### src/rtl/uart_tx_fifo_pkg.sv
// Shared definitions for the UART transmit path: parity encodings, FSM states
// and the default baud divisor.
package uart_tx_fifo_pkg;

    localparam logic [1:0] PAR_NONE = 2'b00;
    localparam logic [1:0] PAR_EVEN = 2'b01;
    localparam logic [1:0] PAR_ODD  = 2'b10;
    localparam logic [1:0] PAR_MARK = 2'b11;

    // 27 MHz system clock at 115200 baud
    localparam int DEFAULT_DIV = 234;

    typedef enum logic [2:0] {
        ST_IDLE,
        ST_START,
        ST_DATA,
        ST_PARITY,
        ST_STOP
    } tx_state_e;

endpackage

### src/rtl/uart_tx_fifo_sync_fifo.sv
// Synchronous show-ahead FIFO with occupancy counter; shared by the UART
// transmitter and receiver.
module sync_fifo #(
    parameter int WIDTH = 8,
    parameter int DEPTH = 16
) (
    input  logic                     clk,
    input  logic                     rst,
    input  logic                     push,
    input  logic [WIDTH-1:0]         push_data,
    input  logic                     pop,
    output logic [WIDTH-1:0]         pop_data,
    output logic                     full,
    output logic                     empty,
    output logic [$clog2(DEPTH):0]   level
);

    localparam int AW = $clog2(DEPTH);

    logic [WIDTH-1:0] mem [DEPTH];
    logic [AW-1:0]    wr_ptr;
    logic [AW-1:0]    rd_ptr;
    logic             do_push;
    logic             do_pop;

    // Full/empty come from the count so wrapped pointers are never ambiguous
    assign full     = (level == (AW+1)'(DEPTH));
    assign empty    = (level == '0);
    assign do_push  = push && !full;
    assign do_pop   = pop && !empty;
    assign pop_data = mem[rd_ptr];

    always_ff @(posedge clk) begin
        if (rst) begin
            wr_ptr <= '0;
            rd_ptr <= '0;
            level  <= '0;
        end else begin
            if (do_push) wr_ptr <= wr_ptr + 1'b1;
            if (do_pop)  rd_ptr <= rd_ptr + 1'b1;
            case ({do_push, do_pop})
                2'b10:   level <= level + 1'b1;
                2'b01:   level <= level - 1'b1;
                default: level <= level;
            endcase
        end
    end

    always_ff @(posedge clk) begin
        if (do_push) mem[wr_ptr] <= push_data;
    end

endmodule

### src/rtl/uart_tx_fifo.sv
// Buffered UART transmitter: word FIFO feeding a start/data/parity/stop FSM
// with a runtime divisor and frame format latched per frame.
module uart_tx_fifo
    import uart_tx_fifo_pkg::*;
#(
    parameter int DATA_W     = 8,
    parameter int FIFO_DEPTH = 16,
    parameter int DIV_W      = 16
) (
    input  logic                          clk,
    input  logic                          rst,
    input  logic [DATA_W-1:0]             in_data,
    input  logic                          in_valid,
    output logic                          in_ready,
    input  logic [DIV_W-1:0]              cfg_div,
    input  logic [1:0]                    cfg_parity,
    input  logic                          cfg_stop2,
    output logic                          tx,
    output logic                          busy,
    output logic [$clog2(FIFO_DEPTH):0]   fifo_level
);

    localparam int IDX_W = $clog2(DATA_W);
    localparam logic [IDX_W-1:0] LAST_BIT = IDX_W'(DATA_W - 1);

    tx_state_e         state;
    tx_state_e         state_nxt;
    logic              fifo_full;
    logic              fifo_empty;
    logic              pop;
    logic [DATA_W-1:0] head;
    logic [DIV_W-1:0]  bit_cnt;
    logic [DIV_W-1:0]  div_lat;
    logic [IDX_W-1:0]  bit_idx;
    logic [DATA_W-1:0] shift;
    logic [1:0]        par_lat;
    logic              stop2_lat;
    logic              stop_idx;
    logic              par_bit;
    logic              bit_done;
    logic              frame_end;
    logic              tx_d;

    function automatic logic [DIV_W-1:0] bit_load(input logic [DIV_W-1:0] div);
        logic [DIV_W-1:0] v;
        v = (div == '0) ? '0 : div - 1'b1;
        return v;
    endfunction

    function automatic logic parity_of(input logic [DATA_W-1:0] d, input logic [1:0] mode);
        logic p;
        case (mode)
            PAR_EVEN: p = ^d;
            PAR_ODD:  p = ~^d;
            default:  p = 1'b1;
        endcase
        return p;
    endfunction

    sync_fifo #(
        .WIDTH (DATA_W),
        .DEPTH (FIFO_DEPTH)
    ) u_fifo (
        .clk       (clk),
        .rst       (rst),
        .push      (in_valid),
        .push_data (in_data),
        .pop       (pop),
        .pop_data  (head),
        .full      (fifo_full),
        .empty     (fifo_empty),
        .level     (fifo_level)
    );

    assign in_ready  = !fifo_full;
    assign busy      = (state != ST_IDLE) || (fifo_level != '0);
    assign bit_done  = (bit_cnt == '0);
    assign frame_end = (state == ST_STOP) && bit_done && (stop_idx || !stop2_lat);

    always_ff @(posedge clk) begin
        if (rst) begin
            state <= ST_IDLE;
            tx    <= 1'b1;
        end else begin
            state <= state_nxt;
            tx    <= tx_d;
        end
    end

    always_comb begin
        state_nxt = state;
        case (state)
            ST_IDLE:   if (pop) state_nxt = ST_START;
            ST_START:  if (bit_done) state_nxt = ST_DATA;
            ST_DATA:   if (bit_done && bit_idx == LAST_BIT)
                           state_nxt = (par_lat != PAR_NONE) ? ST_PARITY : ST_STOP;
            ST_PARITY: if (bit_done) state_nxt = ST_STOP;
            ST_STOP:   if (frame_end) state_nxt = pop ? ST_START : ST_IDLE;
            default:   state_nxt = ST_IDLE;
        endcase
    end

    // tx_d is the line level for the current state; tx registers it one clock later
    always_comb begin
        tx_d = 1'b1;
        pop  = 1'b0;
        case (state)
            ST_IDLE:   pop  = !fifo_empty;
            ST_START:  tx_d = 1'b0;
            ST_DATA:   tx_d = shift[0];
            ST_PARITY: tx_d = par_bit;
            ST_STOP:   pop  = frame_end && !fifo_empty;
            default:   tx_d = 1'b1;
        endcase
    end

    // Frame datapath: word and format are captured at pop and held for the frame
    always_ff @(posedge clk) begin
        if (pop) begin
            shift     <= head;
            div_lat   <= cfg_div;
            par_lat   <= cfg_parity;
            stop2_lat <= cfg_stop2;
            par_bit   <= parity_of(head, cfg_parity);
            bit_cnt   <= bit_load(cfg_div);
            bit_idx   <= '0;
            stop_idx  <= 1'b0;
        end else if (state != ST_IDLE) begin
            if (bit_done) begin
                bit_cnt <= bit_load(div_lat);
                if (state == ST_DATA) begin
                    shift   <= shift >> 1;
                    bit_idx <= bit_idx + 1'b1;
                end
                if (state == ST_STOP) stop_idx <= 1'b1;
            end else begin
                bit_cnt <= bit_cnt - 1'b1;
            end
        end
    end

endmodule

### config.mk
export PLATFORM = sky130hd
export DESIGN_NAME = uart_tx_fifo
export DESIGN_NICKNAME = d
export VERILOG_FILES = /design/src/rtl/uart_tx_fifo_pkg.sv /design/src/rtl/uart_tx_fifo_sync_fifo.sv /design/src/rtl/uart_tx_fifo.sv
export SDC_FILE = /design/constraint.sdc
export NUM_CORES = 1
export LEC_CHECK = 0
export CORE_ASPECT_RATIO = 1.1
export CORE_MARGIN = 2
export CORE_UTILIZATION = 56
export DETAILED_ROUTE_END_ITERATION = 8
export PLACE_DENSITY = 0.74
export SETUP_SLACK_MARGIN = 0.15
export SLEW_MARGIN = 20
export SYNTH_ARGS = -nofsm -noshare
export SYNTH_HDL_FRONTEND = slang
export SYNTH_HIERARCHICAL = 1
export SYNTH_SLANG_ARGS = --single-unit
### constraint.sdc
create_clock -name clk -period 6.2 [get_ports clk]
set_input_delay 1.24 -clock clk [delete_from_list [all_inputs] [get_ports clk]]
set_output_delay 1.24 -clock clk [all_outputs]
set_load 0.005 [all_outputs]
==> flow_metrics.env, run 1 <==
export IMPL_cts_tree="yes"
export IMPL_h_tree_depth=4
export IMPL_gp_congestion=0.859
export IMPL_relSlewSlack=0.312
export IMPL_grt_util_all_layers=0.228
export IMPL_synth_top_area_frac=0.558
export IMPL_crit_path_max_incr_delay_ps=850
export IMPL_met1_length_um=7910
export IMPL_dieArea_um2=17600
export IMPL_gr_total_overflow=0
export IMPL_postRouteAntennaNets=0
export IMPL_grt_start_max_net_pins=58
export IMPL_syn_to_final_growth_pct=11.9
export IMPL_fill_cells=1147
export IMPL_yosys_top_cells_area="edfxtp_1 (56%), mux4_1 (7.9%), dfxtp_1 (5.4%)"
export IMPL_antennaDiodeCount=0
export IMPL_top_layer_used="met4"
export IMPL_yosys_register_bits=197
export IMPL_die_width_um=127
export IMPL_vias=5520
export IMPL_rsz0062_at_grt="false"
export IMPL_met2WireLength_um=9980
export IMPL_synth_edff_count=172
export IMPL_crit_top_cell="ha_1"
export IMPL_setup_viol=0
export IMPL_post_synth_top_count_cell="edfxtp_1"
export IMPL_drt_initial_drc_count=523
export IMPL_cpMaxStageDelayCell="inv_2"
export IMPL_cts_hold_buf=0
export IMPL_hold_viol_final=0
export IMPL_wl_met3_um=905
export IMPL_path_cells="inv_1 -> ha_1 -> nor4b_2 -> nand4_2 -> a21o_1 -> inv_2 -> o21ai_4 -> inv_1 -> ha_1 -> xor2_1 -> ha_1 -> o21a_1 -> or4_1 -> a21oi_1"
export IMPL_critPathTopFamily="simple AND/OR/NAND/NOR gates"
export IMPL_dp_cells=858
export IMPL_fin_cells=890
export IMPL_clk_latency_ps=430
export IMPL_syn_nets=692
export IMPL_fmaxAchievable_mhz=206
export IMPL_yosys_area_top_type="edfxtp_1"
export IMPL_cts_sinks=197
export IMPL_drcViolationCount=0
export IMPL_crit_fanout=57
export IMPL_syn_avg_cell_area_um2=14.4
export IMPL_tns_ps=0
export IMPL_cts_setup_buffers=0
export IMPL_cp_arrival_ps=5210
export IMPL_post_route_util=0.638
export IMPL_cp_data_required_time_ps=6550
export IMPL_netlist_area_um2=9260
export IMPL_numCtsBuffers=17
export IMPL_synth_async_reset_ratio=0
export IMPL_crit_type="reg -> reg"
export IMPL_fin_nets=720
export IMPL_min_path_type="reg -> reg"
export IMPL_synth_ff_type="edfxtp_1"
export IMPL_viasPerCell=6.20
export IMPL_worstMarginPinSlew_ps=1030
export IMPL_start_util=0.570
export IMPL_detail_route_first_pass_iterations=5
export IMPL_cts_path_max_buffers=2
export IMPL_cts_root_buf="clkbuf_16"
export IMPL_fp_row_count=49
export IMPL_wl_per_cell_um=21.5
export IMPL_layout_worst_path_cycle_share=0.784
export IMPL_post_cts_resized=0
export IMPL_path_clk_slew_ps=70
export IMPL_synthCells=645
export IMPL_drive_gt1_frac=0.0991
export IMPL_grt_pass1_wl_um=30500
export IMPL_maxSlewViolCount=0
export IMPL_core_um2=16200
export IMPL_status="completed"
export IMPL_totalWireLength_um=19100
export IMPL_grt_pass1_vias=5656
export IMPL_critPathBufInv=3
export IMPL_yosysWarnings=6
export IMPL_die_height_um=139
export IMPL_ys_types=66
export IMPL_start_kind="register"
export IMPL_io_buffers=37
export IMPL_end_kind="register"
export IMPL_maxCapViolations=0
export IMPL_post_dp_hpwl_um=12900
export IMPL_fin_skew_ps=9.48
export IMPL_ir_drop_mv=0.263
export IMPL_period_needed_ps=4860
export IMPL_ys_top_cells_by_count="edfxtp_1 (172), nor2_1 (50), nand2_1 (46)"
export IMPL_ios=38
export IMPL_antenna_found_initial=0
export IMPL_ys_seq_area_frac=0.612
export IMPL_powerDensity_nw_per_um2=453
export IMPL_p_leak_nw=3.46
registers in the layout, summed over array words and instances, names as in the netlist, named ones only:
name           flops
state              3
shift              8
stop_idx           1
u_fifo/rd_ptr      4
u_fifo/wr_ptr      4
div_lat           16
u_fifo/level       5
par_lat            2
u_fifo/mem       128
stop2_lat          1
tx                 1
bit_idx            3
bit_cnt           16
par_bit            1
final timing paths:
kind / from / endpoint / slack [ps] / cells after the start
worst max-delay path: bit_cnt[0]$_DFFE_PP_ / u_fifo/level[2]$_SDFFE_PP0P_ / 1340 / 14
worst min-delay path: stop_idx$_SDFFE_PP0P_ / stop_idx$_SDFFE_PP0P_ / 460 / 2
worst max register to register: bit_cnt[0]$_DFFE_PP_ / u_fifo/level[2]$_SDFFE_PP0P_ / 1340 / 14
worst min register to register: stop_idx$_SDFFE_PP0P_ / stop_idx$_SDFFE_PP0P_ / 460 / 2
worst reg2reg max path, stage by stage, from the launching register on:
cell and delay, ps:
edfxtp_1 430, inv_1 140, ha_1 150, nor4b_2 360, nand4_2 480, a21o_1 560, inv_2 860, o21ai_4 180
inv_1 100, ha_1 430, xor2_1 120, ha_1 230, o21a_1 200, or4_1 390, a21oi_1 140
cell usage in the layout, fill, tap and decap left out, types with 3 or more instances in the layout:
cell type and count:
nand2_1 46, o31ai_1 7, mux2i_1 7, nand3_1 15, nor3_1 23, nor2_1 50
nand3b_1 6, buf_4 6, nand4_1 6, or4_1 6, clkdlybuf4s50_1 37, nand2b_1 5
a211oi_1 4, o21ai_0 16, inv_6 4, inv_8 4, a221oi_1 4, nor4_1 13
edfxtp_1 172, a21oi_1 16, inv_1 19, clkbuf_16 17, o211ai_1 3, xnor2_1 24
ha_1 17, mux4_2 12, a22oi_1 10, xor2_1 20, mux4_1 28, nand4b_1 4
or3_1 4, o21a_1 5, dfxtp_1 25, a31oi_1 4
stage by stage:
stage               instance area [um^2]  hold slack, ps  total power (W)  worst slack, ps
floorplan                           9260             416          0.00317             2500
global placement                    9750             429          0.00351             1580
detailed placement                  9750             443          0.00359             1370
CTS                                10400             461          0.00472             1350
global route                       10400             538          0.00495              932
finish                             10400             462          0.00470             1340
kinds of logic (layout without fill, tap and decap cells):
logic type                 count (synthesis)  in the layout  share of synthesized area
AOI/OAI and AO/OA                         83             83                     0.0622
xor gates and xnor gates                  44             44                     0.0416
adders and majority gates                 17             17                     0.0230
buffers and inverters                     55             96                     0.0277
DFF                                      197            197                      0.612
muxes                                     47             47                      0.116
and+or+nand+nor                          202            202                      0.117
metal layers:
| layer | up-vias | GRT usage |
|---|---|---|
| li1 | 2571 | - |
| met1 | 2731 | 0.288 |
| met2 | 190 | 0.400 |
| met3 | 28 | 0.0475 |
| met4 | 0 | 0.0642 |
| met5 | - | 0 |
final cells by class:
| class | count | area [um^2] | share of cell area |
|---|---|---|---|
| flip-flops and latches | 197 | 5670 | 0.547 |
| multi-input cells | 393 | 3330 | 0.322 |
| clock buffers | 17 | 425 | 0.0411 |
| repair buffers | 43 | 415 | 0.0401 |
| well taps | 204 | 255 | 0.0246 |
| clock inverters | 15 | 184 | 0.0178 |
| inverters | 21 | 80.1 | 0.00773 |
report_power, final:
part	total (W)	switching [W]	internal, W
clock network	0.00113	0.000513	0.000613
registers	0.00202	0.000207	0.00181
logic	0.00155	0.000933	0.000614
total	0.00470	0.00165	0.00304
(Power assumes the default switching activity.)
==> run 2, diff against run 1 <==
- clock period: 6.2 -> 4.8 ns (I/O delays scaled with it)
==> run 2 against run 1 <==
Die area did not move. Register-to-register slack got worse by 540 ps. Setup slack got worse by 540 ps. Sequential cell count is the same. Fmax up 21%. Power increased by 27%. Non-clock buffer count up 2. Global-route usage decreased by 1.1 points. Via count rose by 1.3%. Critical path depth unchanged. Critical path type unchanged. Largest cell class unchanged. Highest routed layer unchanged.
==> flow_metrics.env, run 2 (same netlist as run 1, synthesis figures left out) <==
export IMPL_r2r_slack_ps=790
export IMPL_start_util=0.570
export IMPL_io_buffers=37
export IMPL_maxCapViolations=0
export IMPL_seqCellArea_um2=5670
export IMPL_cts_root_buf="clkbuf_16"
export IMPL_power_frac_comb=0.336
export IMPL_cts_setup_buffers=0
export IMPL_post_route_util=0.636
export IMPL_h_tree_depth=4
export IMPL_core_um2=16200
export IMPL_vias=5592
export IMPL_internal_power_w=0.00383
export IMPL_viasPerCell=6.28
export IMPL_cts_tree="yes"
export IMPL_cp_arrival_ps=4360
export IMPL_swShare=0.358
export IMPL_cp_data_required_time_ps=5160
export IMPL_grt_util_all_layers=0.217
export IMPL_end_kind="register"
export IMPL_antennaDiodeCount=0
export IMPL_numCtsBuffers=17
export IMPL_die_height_um=139
export IMPL_period_needed_ps=4010
export IMPL_totalWireLength_um=18700
export IMPL_rsz0062_at_grt="false"
export IMPL_antenna_found_initial=0
export IMPL_multi_input_area_um2=3330
export IMPL_min_path_type="reg -> reg"
export IMPL_cts_hold_buf=0
export IMPL_ios=38
export IMPL_final_common_cell="edfxtp_1"
export IMPL_worstMarginPinSlew_ps=919
export IMPL_gp_congestion=0.967
export IMPL_cts_path_max_buffers=2
export IMPL_fill_cells=1142
export IMPL_p_seq_frac=0.437
export IMPL_ir_drop_mv=0.350
export IMPL_fp_row_count=49
export IMPL_hold_viol_final=0
export IMPL_drt_initial_drc_count=536
export IMPL_grt_pass1_vias=5448
export IMPL_clk_latency_ps=450
export IMPL_powerDensity_nw_per_um2=578
export IMPL_biggestRegsByFlops="u_fifo/mem x128, bit_cnt x16, div_lat x16"
export IMPL_post_dp_hpwl_um=12600
export IMPL_relSlewSlack=0.385
export IMPL_die_width_um=127
export IMPL_power_switching_w=0.00214
export IMPL_layout_common_cells="edfxtp_1 (172), nor2_1 (50), nand2_1 (46)"
export IMPL_largest_register_ffs=128
export IMPL_crit_fanout=21
export IMPL_gr_total_overflow=0
export IMPL_drcViolationCount=0
export IMPL_path_clk_slew_ps=70
export IMPL_wl_per_cell_um=21.0
export IMPL_crit_type="reg -> reg"
export IMPL_fin_skew_ps=10.0
export IMPL_status="completed"
export IMPL_fin_nets=722
export IMPL_syn_to_final_growth_pct=11.6
export IMPL_clockPowerShare=0.228
export IMPL_tns_ps=0
export IMPL_start_kind="register"
export IMPL_setup_viol=0
export IMPL_dieArea_um2=17600
export IMPL_p_leak_nw=3.44
export IMPL_layout_worst_path_cycle_share=0.835
export IMPL_maxSlewViolCount=0
export IMPL_detail_route_first_pass_iterations=5
export IMPL_cts_sinks=197
export IMPL_fmaxAchievable_mhz=250
export IMPL_postRouteAntennaNets=0
export IMPL_grt_pass1_wl_um=28900
export IMPL_top_register="u_fifo/mem"
export IMPL_grt_start_max_net_pins=57
export IMPL_post_cts_resized=0
export IMPL_drive_gt1_frac=0.100
-- run 2: changes by cell type in the layout (fill, tap and decap cells not counted), sizes merged --
cell and change:
buf +2, bufinv -2, inv -2, clkbuf +1, clkinv +1, clkinvlp +1
-- run 2: layout make-up --
| cell class | count | area share |
|---|---|---|
| timing repair buffer | 45 | 0.0417 |
| clock inverter | 13 | 0.0133 |
| multi-input combinational | 393 | 0.323 |
| sequential | 197 | 0.548 |
| clock buffer | 18 | 0.0415 |
| inverter | 21 | 0.00775 |
| tap | 204 | 0.0247 |
-- run 2: stage by stage --
stage               total power [W]  area (um^2)  worst slack [ps]  instances  hold WS (ps)
detailed placement          0.00464         9770               836        860           474
global route                0.00628        10300               504        891           514
global placement            0.00454         9770               993        860           430
finish                      0.00597        10300               793        891           489
floorplan                   0.00409         9260              1100        645           416
CTS                         0.00599        10300               801        891           490
-- run 2: worst max-delay path, cell delays in order, from the launching register on --
cell and delay [ps]:
dfxtp_1 380, or4_1 720, nor2_1 200, nor3_1 90, o21ai_0 130, a21o_1 550, inv_2 130, o21ai_4 120
inv_1 70, ha_1 330, xor2_1 220, ha_1 250, o21a_1 200, or4_1 390, a21oi_1 150
-- run 2: final timing paths --
check | from | endpoint | cells after the start
max | u_fifo/level[0]$_SDFFE_PP0P_ | u_fifo/level[2]$_SDFFE_PP0P_ | 14
min | stop_idx$_SDFFE_PP0P_ | stop_idx$_SDFFE_PP0P_ | 2
max reg2reg | u_fifo/level[0]$_SDFFE_PP0P_ | u_fifo/level[2]$_SDFFE_PP0P_ | 14
min reg2reg | stop_idx$_SDFFE_PP0P_ | stop_idx$_SDFFE_PP0P_ | 2
-- run 2: metal layers --
| layer | track usage | vias up | part of all wire |
|---|---|---|---|
| met4 | 0.0891 | 0 | 0.027 |
| met1 | 0.271 | 2801 | 0.41 |
| met2 | 0.374 | 173 | 0.52 |
| met3 | 0.0405 | 37 | 0.043 |
| li1 | - | 2581 | - |
| met5 | 0 | - | 0 |
-- run 2: power by group through the flow --
| stage | Sequential [W] | Combinational (W) | Clock [W] |
|---|---|---|---|
| 3_3_place_gp | 0.00262 | 0.00193 | 0 |
| 4_1_cts | 0.00260 | 0.00201 | 0.00138 |
| 2_1_floorplan | 0.00255 | 0.00154 | 0 |
| 6_report | 0.00261 | 0.00200 | 0.00136 |
| 3_5_place_dp | 0.00264 | 0.00200 | 0 |
| 5_1_grt | 0.00264 | 0.00219 | 0.00144 |
